$ cat config.mk
export PLATFORM = sky130hd
export DESIGN_NAME = fifo_banco_4
export DESIGN_NICKNAME = d
export VERILOG_FILES = /design/src/rtl/fifo_banco_pkg.sv /design/src/rtl/fifo_carril.sv /design/src/rtl/fifo_banco_4.sv
export SDC_FILE = /design/constraint.sdc
export NUM_CORES = 1
export LEC_CHECK = 0
export ABC_AREA = 1
export BUFFER_PORTS_ARGS = -buffer_cell sky130_fd_sc_hd__buf_2
export CORE_ASPECT_RATIO = 0.8
export CORE_UTILIZATION = 57
export DETAILED_ROUTE_END_ITERATION = 7
export MAX_ROUTING_LAYER = met4
export PLACE_DENSITY = 0.83
export RECOVER_POWER = 25
export SLEW_MARGIN = 0
export SYNTH_ARGS = -nofsm -noshare
export SYNTH_HDL_FRONTEND = slang
export SYNTH_SLANG_ARGS = --single-unit
export TNS_END_PERCENT = 30
$ cat constraint.sdc
create_clock -name clk -period 2.8 [get_ports clk]
set_clock_uncertainty 0.05 [all_clocks]
set_input_delay 0.56 -clock clk [delete_from_list [all_inputs] [get_ports clk]]
set_output_delay 0.56 -clock clk [all_outputs]
set_load 0.01 [all_outputs]
$ cat src/rtl/fifo_banco_pkg.sv
// Shared constants and types for the four-lane elastic buffer (fifo_banco_4).
package fifo_banco_pkg;

    // Default lane geometry and thresholds
    localparam int unsigned DATA_WIDTH_DEF   = 8;
    localparam int unsigned DEPTH_DEF        = 8;
    localparam int unsigned ALMOST_FULL_DEF  = 6;
    localparam int unsigned ALMOST_EMPTY_DEF = 1;

    // Derived widths for the default depth
    localparam int unsigned PTR_W = $clog2(DEPTH_DEF);
    localparam int unsigned CNT_W = PTR_W + 1;

    // Number of independent lanes in the bank
    localparam int unsigned NUM_LANES = 4;

    // What a lane does to its occupancy on a given edge
    typedef enum logic [1:0] {
        LANE_IDLE = 2'b00,
        LANE_PUSH = 2'b01,
        LANE_POP  = 2'b10,
        LANE_BOTH = 2'b11
    } lane_op_e;

    function automatic lane_op_e lane_op(input logic push_ok, input logic pop_ok);
        return lane_op_e'({pop_ok, push_ok});
    endfunction

endpackage

$ cat src/rtl/fifo_carril.sv
// Single-lane FIFO: memory, pointers, occupancy count, status flags and the
// optional sticky overflow bit (built only when FIFO_BANCO_ERR_EN is defined).
module fifo_carril
    import fifo_banco_pkg::*;
#(
    parameter int unsigned DATA_WIDTH   = DATA_WIDTH_DEF,
    parameter int unsigned DEPTH        = DEPTH_DEF,
    parameter int unsigned ALMOST_FULL  = ALMOST_FULL_DEF,
    parameter int unsigned ALMOST_EMPTY = ALMOST_EMPTY_DEF
) (
    input  logic                  clk_i,
    input  logic                  rst_i,
    input  logic [DATA_WIDTH-1:0] data_i,
    input  logic                  push_i,
    input  logic                  pop_i,
    output logic [DATA_WIDTH-1:0] data_o,
    output logic                  valid_o,
    output logic                  full_o,
    output logic                  empty_o,
    output logic                  almost_full_o,
    output logic                  almost_empty_o,
    output logic                  error_o
);

    localparam int unsigned AW = $clog2(DEPTH);
    localparam int unsigned CW = AW + 1;
    localparam logic [CW-1:0] CNT_FULL = CW'(DEPTH);
    localparam logic [CW-1:0] CNT_AF   = CW'(ALMOST_FULL);
    localparam logic [CW-1:0] CNT_AE   = CW'(ALMOST_EMPTY);

    logic [DATA_WIDTH-1:0] mem_q [DEPTH];
    logic [AW-1:0]         wr_ptr_q, wr_ptr_d;
    logic [AW-1:0]         rd_ptr_q, rd_ptr_d;
    logic [CW-1:0]         cnt_q, cnt_d;
    logic [DATA_WIDTH-1:0] data_q, data_d;
    logic                  valid_q, valid_d;
    logic                  pop_ok, push_ok;
    lane_op_e              op;

    // A pop needs stored data; a push needs room, or a slot freed by a same-cycle pop.
    // No write-to-read bypass: on an empty lane only the push is taken.
    assign pop_ok  = pop_i && (cnt_q != '0);
    assign push_ok = push_i && ((cnt_q != CNT_FULL) || pop_ok);
    assign op      = lane_op(push_ok, pop_ok);

    // Next-state for pointers, count and the registered read port
    always_comb begin
        wr_ptr_d = wr_ptr_q;
        rd_ptr_d = rd_ptr_q;
        cnt_d    = cnt_q;
        data_d   = data_q;
        valid_d  = 1'b0;
        if (push_ok) begin
            wr_ptr_d = wr_ptr_q + AW'(1);
        end
        if (pop_ok) begin
            rd_ptr_d = rd_ptr_q + AW'(1);
            data_d   = mem_q[rd_ptr_q];
            valid_d  = 1'b1;
        end
        case (op)
            LANE_PUSH: cnt_d = cnt_q + CW'(1);
            LANE_POP:  cnt_d = cnt_q - CW'(1);
            default:   cnt_d = cnt_q;
        endcase
    end

    // Lane state registers; reset discards all stored data at once
    always_ff @(posedge clk_i or posedge rst_i) begin
        if (rst_i) begin
            wr_ptr_q <= '0;
            rd_ptr_q <= '0;
            cnt_q    <= '0;
            data_q   <= '0;
            valid_q  <= 1'b0;
        end else begin
            wr_ptr_q <= wr_ptr_d;
            rd_ptr_q <= rd_ptr_d;
            cnt_q    <= cnt_d;
            data_q   <= data_d;
            valid_q  <= valid_d;
        end
    end

    // Storage array, intentionally not reset
    always_ff @(posedge clk_i) begin
        if (push_ok) begin
            mem_q[wr_ptr_q] <= data_i;
        end
    end

    assign data_o         = data_q;
    assign valid_o        = valid_q;
    assign full_o         = (cnt_q == CNT_FULL);
    assign empty_o        = (cnt_q == '0);
    assign almost_full_o  = (cnt_q >= CNT_AF);
    assign almost_empty_o = (cnt_q <= CNT_AE);

`ifdef FIFO_BANCO_ERR_EN
    logic err_q, err_d;

    assign err_d = err_q | (push_i & ~push_ok);

    // Sticky overflow flag, cleared only by reset
    always_ff @(posedge clk_i or posedge rst_i) begin
        if (rst_i) begin
            err_q <= 1'b0;
        end else begin
            err_q <= err_d;
        end
    end

    assign error_o = err_q;
`else
    assign error_o = 1'b0;
`endif

endmodule

$ cat src/rtl/fifo_banco_4.sv
// Four-lane elastic buffer downstream of the recirculator: one independent
// FIFO per lane plus an aggregate pause flag. Optional macro FIFO_BANCO_ERR_EN
// enables the sticky per-lane overflow flags on `error`.
module fifo_banco_4
    import fifo_banco_pkg::*;
#(
    parameter int unsigned DATA_WIDTH   = DATA_WIDTH_DEF,
    parameter int unsigned DEPTH        = DEPTH_DEF,
    parameter int unsigned ALMOST_FULL  = ALMOST_FULL_DEF,
    parameter int unsigned ALMOST_EMPTY = ALMOST_EMPTY_DEF
) (
    input  logic                  clk,
    input  logic                  reset,
    input  logic [DATA_WIDTH-1:0] data_in0,
    input  logic [DATA_WIDTH-1:0] data_in1,
    input  logic [DATA_WIDTH-1:0] data_in2,
    input  logic [DATA_WIDTH-1:0] data_in3,
    input  logic                  valid_in0,
    input  logic                  valid_in1,
    input  logic                  valid_in2,
    input  logic                  valid_in3,
    input  logic                  pop0,
    input  logic                  pop1,
    input  logic                  pop2,
    input  logic                  pop3,
    output logic [DATA_WIDTH-1:0] data_out0,
    output logic [DATA_WIDTH-1:0] data_out1,
    output logic [DATA_WIDTH-1:0] data_out2,
    output logic [DATA_WIDTH-1:0] data_out3,
    output logic                  valid_out0,
    output logic                  valid_out1,
    output logic                  valid_out2,
    output logic                  valid_out3,
    output logic [NUM_LANES-1:0]  full,
    output logic [NUM_LANES-1:0]  empty,
    output logic [NUM_LANES-1:0]  almost_full,
    output logic [NUM_LANES-1:0]  almost_empty,
    output logic                  pause,
    output logic [NUM_LANES-1:0]  error
);

    logic [DATA_WIDTH-1:0] din  [NUM_LANES];
    logic [DATA_WIDTH-1:0] dout [NUM_LANES];
    logic [NUM_LANES-1:0]  vin, popv, vout;

    assign din[0] = data_in0;
    assign din[1] = data_in1;
    assign din[2] = data_in2;
    assign din[3] = data_in3;
    assign vin    = {valid_in3, valid_in2, valid_in1, valid_in0};
    assign popv   = {pop3, pop2, pop1, pop0};

    for (genvar g = 0; g < NUM_LANES; g++) begin : g_lane
        fifo_carril #(
            .DATA_WIDTH  (DATA_WIDTH),
            .DEPTH       (DEPTH),
            .ALMOST_FULL (ALMOST_FULL),
            .ALMOST_EMPTY(ALMOST_EMPTY)
        ) u_carril (
            .clk_i         (clk),
            .rst_i         (reset),
            .data_i        (din[g]),
            .push_i        (vin[g]),
            .pop_i         (popv[g]),
            .data_o        (dout[g]),
            .valid_o       (vout[g]),
            .full_o        (full[g]),
            .empty_o       (empty[g]),
            .almost_full_o (almost_full[g]),
            .almost_empty_o(almost_empty[g]),
            .error_o       (error[g])
        );
    end

    assign data_out0  = dout[0];
    assign data_out1  = dout[1];
    assign data_out2  = dout[2];
    assign data_out3  = dout[3];
    assign valid_out0 = vout[0];
    assign valid_out1 = vout[1];
    assign valid_out2 = vout[2];
    assign valid_out3 = vout[3];

    assign pause = |almost_full;

endmodule

==> results by stage <==
Drt:
- After detailed routing, the average wire length per cell comes to 15.9 um.
- The post-detailed-routing wire length is 31200 um.
- The routed layout has 10067 vias.
- After the first detailed-routing iteration, the DRC count stood at 859.
- The pre-antenna-repair detailed-routing pass consisted of 5 iterations.
- The count of unresolved DRC violations after routing is 0.
- The number of vias per cell is 5.14.
- The count of nets left with antenna violations once routing finished came out at 0.

Layout:
- Once layout is complete, the utilization of the core stands at 0.662.
- The area used by sequential logic in the layout is 9590 sq um.
- The number of filler cells placed in the layout is 1892.
- The count of inserted antenna diode cells is 0.
- The area overhead of the layout relative to synthesis is 13.3%.
- The fraction of layout instances using a drive strength above 1 is 0.122.
- The net count of the finished layout is 1653.
- The footprint of the multi-input gates is 3870 sq um.
- The finished layout cell area is 16800 sq um.

Setup path:
- The worst setup path is captured at a primary output.
- On the critical path the largest part of the delay comes from flip-flops.
- The number of buffers and inverters on the critical path is 2.
- At the worst endpoint, the required time is 2.19 ns.
- The maximum single-stage delay on the critical path is 0.42 ns.
- The cell that appears most often on the critical path is nor2_1.
- In this run the critical register-to-register path is captured at g_lane[1].u_carril.mem_q[1][1].
- The critical path goes through inv_1 > ha_1 > nor2_1 > o21ai_0 > nor2_1 > nand2_1 > buf_2.
- The critical path is of the register to primary output type.
- STA classifies the critical path startpoint as a register.
- The number of cells on the worst reg-to-reg path is 7.
- The launching point of the worst reg2reg path is g_lane[1].u_carril.cnt_q[0].
- The largest individual stage delay along the critical path comes from the cell dfrtp_1.
- The slack of the worst reg-to-reg path is 0.43 ns.
- Data arrives at the worst endpoint at 2.03 ns.
- The biggest fanout along the worst timing path is 4.

STA:
- The fraction of the cycle the final worst path needs is 0.945.
- The final-layout setup total negative slack is 0 ns.
- Setup repair after global routing left no endpoint under its margin.
- The total count of max-transition violations in the final report came to 0.
- Derived from the worst setup path, the maximum achievable clock frequency is 0.378 GHz.
- Headroom to the max-slew limit came out at 0.503.
- The hold violation count in the final report is 0.
- After layout, the minimum clock period comes to 2.64 ns.
- At the pin with the least slew margin, the transition time is 0.743 ns.
- The number of setup violations in the final report is 0.

Yosys:
- Measured against the total synthesized area, the mux share comes to 0.
- The cell type with the highest aggregate area in the netlist is edfxtp_1.
- For this run, the number of Yosys warnings is 0.
- The post-synthesis share of cell area spent on xor and xnor gates is 0.0142.
- The average instance in the mapped netlist occupies 10.0 sq um.
- The area of the mapped netlist is 14800 sq um.
- Of the total synthesized cell area, the portion taken by AND, OR, NAND and NOR gates is 0.209.
- The synthesized-area fraction occupied by ao, oa, aoi and oai cells is 0.0130.
- In this run, synthesis inferred 256 flip-flops with an integrated enable.
- In the post-synthesis netlist, the biggest area contributors are edfxtp_1 52%, dfrtp_1 13%, nand2_1 12%.
- The cell count after synthesis came out at 1478.
- The flip-flop and latch count after synthesis is 332.
- The combinational family with the most area after synthesis is simple AND/OR/NAND/NOR gates.
- By instance count, the leading cell after synthesis is nand2_1.
- The share of the yosys chip area belonging to registers is 0.646.
- The share of synthesized area in the top cell type comes to 0.518.
- The netlist uses 30 different library cells.
- In the synthesized netlist, the cells that appear most often are 473 x nand2_1, 256 x edfxtp_1, 244 x inv_1.
- The share of synthesized cell area in full adder, half adder and majority cells is 0.0236.
- Of all flip-flops after synthesis, the portion carrying an async set or reset was 0.229.
- The most frequently used flop master after synthesis is edfxtp_1.

Floorplan:
- The chip height is 146 um.
- The count of pins on the block boundary is 99.
- In this run the horizontal extent of the chip is 182 um.
- The floorplan step defined a die boundary enclosing 26700 sq um.
- In this run the standard cell core region covers 25400 sq um.
- The row count is 52.
- The initial utilization of the core area, before any placement, comes to 0.584.

Clock network:
- Buffers inserted during clock tree synthesis total 34.
- After clock tree synthesis, the flow added hold-fix buffers numbering 0.
- The CTS tree is done.
- The number of buffers inserted by post-CTS setup repair is 0.
- The tree is rooted in a clkbuf_16.
- Clock latency on the worst-skew pair, taken at its later pin, is 0.50 ns.
- Clock-pin slew was measured on the worst setup and hold paths at 0.06 ns.
- The post-CTS resize count is 0.
- The clock drives 332 sinks.
- The buffer depth of the longest clock path is 3.
- The H-tree generated during clock tree synthesis spans 2 levels.

Global route:
- The number of global-route vias before repair is 9851.
- Across every metal layer, demand over resource in global routing totals 0.249.
- Entering global routing, the biggest net connects 38 pins.
- The wire length of the first global-routing pass is 50000 um.
- The global route total overflow is 0.
- The initial antenna violation count came to 0.

Place:
- The standard cell area after detailed placement is 15700 sq um.
- During placement, the flow inserted port buffers numbering 94.
- Detailed placement ended at an HPWL of 20400 um.
- Routability-driven placement finished with a final weighted congestion of 0.864.

Pwr:
- The leakage power figure is 0.00776 uW.
- The internal power of the cells totals 11200 uW.
- The switching power of the nets is 6270 uW.
- The highest ir drop seen on vdd is 0.000757 V.
- The power density relative to cell area is 1040 nW/um^2.
- The fraction of power spent switching nets is 0.359.
- Of the total power, registers draw 0.407.
- The combinational share of power is 0.322.
- The share of power burned in the clock network is 0.272.

Status:
- The run finished with clean final reports.

Hold path:
- The type of the most critical hold path is input pin to asynchronous set/reset pin.

Run:
- The number of maximum-capacitance violations is 0.
## worst max-delay path by stage
stage | cells after the start | slack [ns] | startpoint | to
2_1_floorplan | 1 | 0.25 | reset | g_lane[0].u_carril.cnt_q[0]
3_3_place_gp | 7 | 0.58 | g_lane[1].u_carril.cnt_q[0] | g_lane[1].u_carril.mem_q[7][4]
3_5_place_dp | 7 | 0.49 | g_lane[1].u_carril.cnt_q[0] | g_lane[1].u_carril.mem_q[1][1]
4_1_cts | 7 | 0.15 | g_lane[1].u_carril.cnt_q[0] | pause
5_1_grt | 7 | 0.04 | g_lane[1].u_carril.cnt_q[0] | pause
6_report | 7 | 0.16 | g_lane[1].u_carril.cnt_q[0] | pause
## cell usage in the layout (no fill, tap or decap), drive strengths merged
cell type / synthesis / layout
nand4: 4 / 4
inv: 257 / 256
o21ai: 24 / 24
clkbuf: 4 / 75
clkinv: 4 / 12
bufinv: 0 / 4
nor3: 5 / 5
xnor2: 12 / 12
clkinvlp: 0 / 2
conb: 1 / 4
nand2: 482 / 482
xor2: 12 / 12
edfxtp: 256 / 256
a21oi: 4 / 4
nor2: 42 / 42
ha: 28 / 28
a21boi: 4 / 4
nand3: 196 / 196
o22ai: 3 / 3
dfrtp: 76 / 76
buf: 64 / 108
## per-layer routing
metal | GRT usage | vias up | wire length, um
li1 | - | 4887 | -
met1 | 0.344 | 4758 | 13700
met2 | 0.383 | 365 | 14800
met3 | 0.0339 | 57 | 1990
met4 | 0.0857 | 0 | 703
met5 | - | - | 0
## registers in the layout, summed over array words and instances (netlist names)
register                  cells
g_lane.u_carril.mem_q       256
g_lane.u_carril.data_o       32
g_lane.u_carril.cnt_q        16
g_lane.u_carril.rd_ptr_q     12
g_lane.u_carril.wr_ptr_q     12
g_lane.u_carril.valid_o       4
## layout make-up
| class | count | area share |
|---|---|---|
| flip-flops and latches | 332 | 0.570 |
| multi-input cells | 820 | 0.230 |
| clock buffers | 49 | 0.0613 |
| inverters | 261 | 0.0584 |
| repair buffers | 134 | 0.0446 |
| well taps | 351 | 0.0261 |
| clock inverters | 13 | 0.00981 |
## through the flow
stage,power [uW],cells,hold slack (ns),worst slack (ns)
2_1_floorplan,11100,1481,0.448,0.252
3_3_place_gp,12500,1898,0.414,0.585
3_5_place_dp,12800,1898,0.414,0.485
4_1_cts,17500,1960,0.103,0.146
5_1_grt,18500,1960,0.141,0.0436
6_report,17500,1960,0.0893,0.155
## power by group through the flow
stage	Sequential, uW	Clock [uW]	Combinational (uW)
after floorplan	7000	0	4130
after global placement	7120	0	5350
after detailed placement	7170	0	5600
after CTS	7080	4810	5630
after global routing	7210	4990	6320
final	7100	4740	5620
## worst reg2reg max path, cell delays in order, from the launching register on
cell and delay (ns):
dfrtp_1 0.41, inv_1 0.12, ha_1 0.24, inv_1 0.10, nor3_2 0.06, a21boi_1 0.25, nand2_1 0.18, nor2_1 0.60
## cell families after synthesis
logic type,after synthesis
other,1
DFF,332
adders and majority gates,28
and+or+nand+nor,729
buffers and inverters,329
xor gates and xnor gates,24
AOI/OAI and AO/OA,35
(Power assumes the default switching activity.)
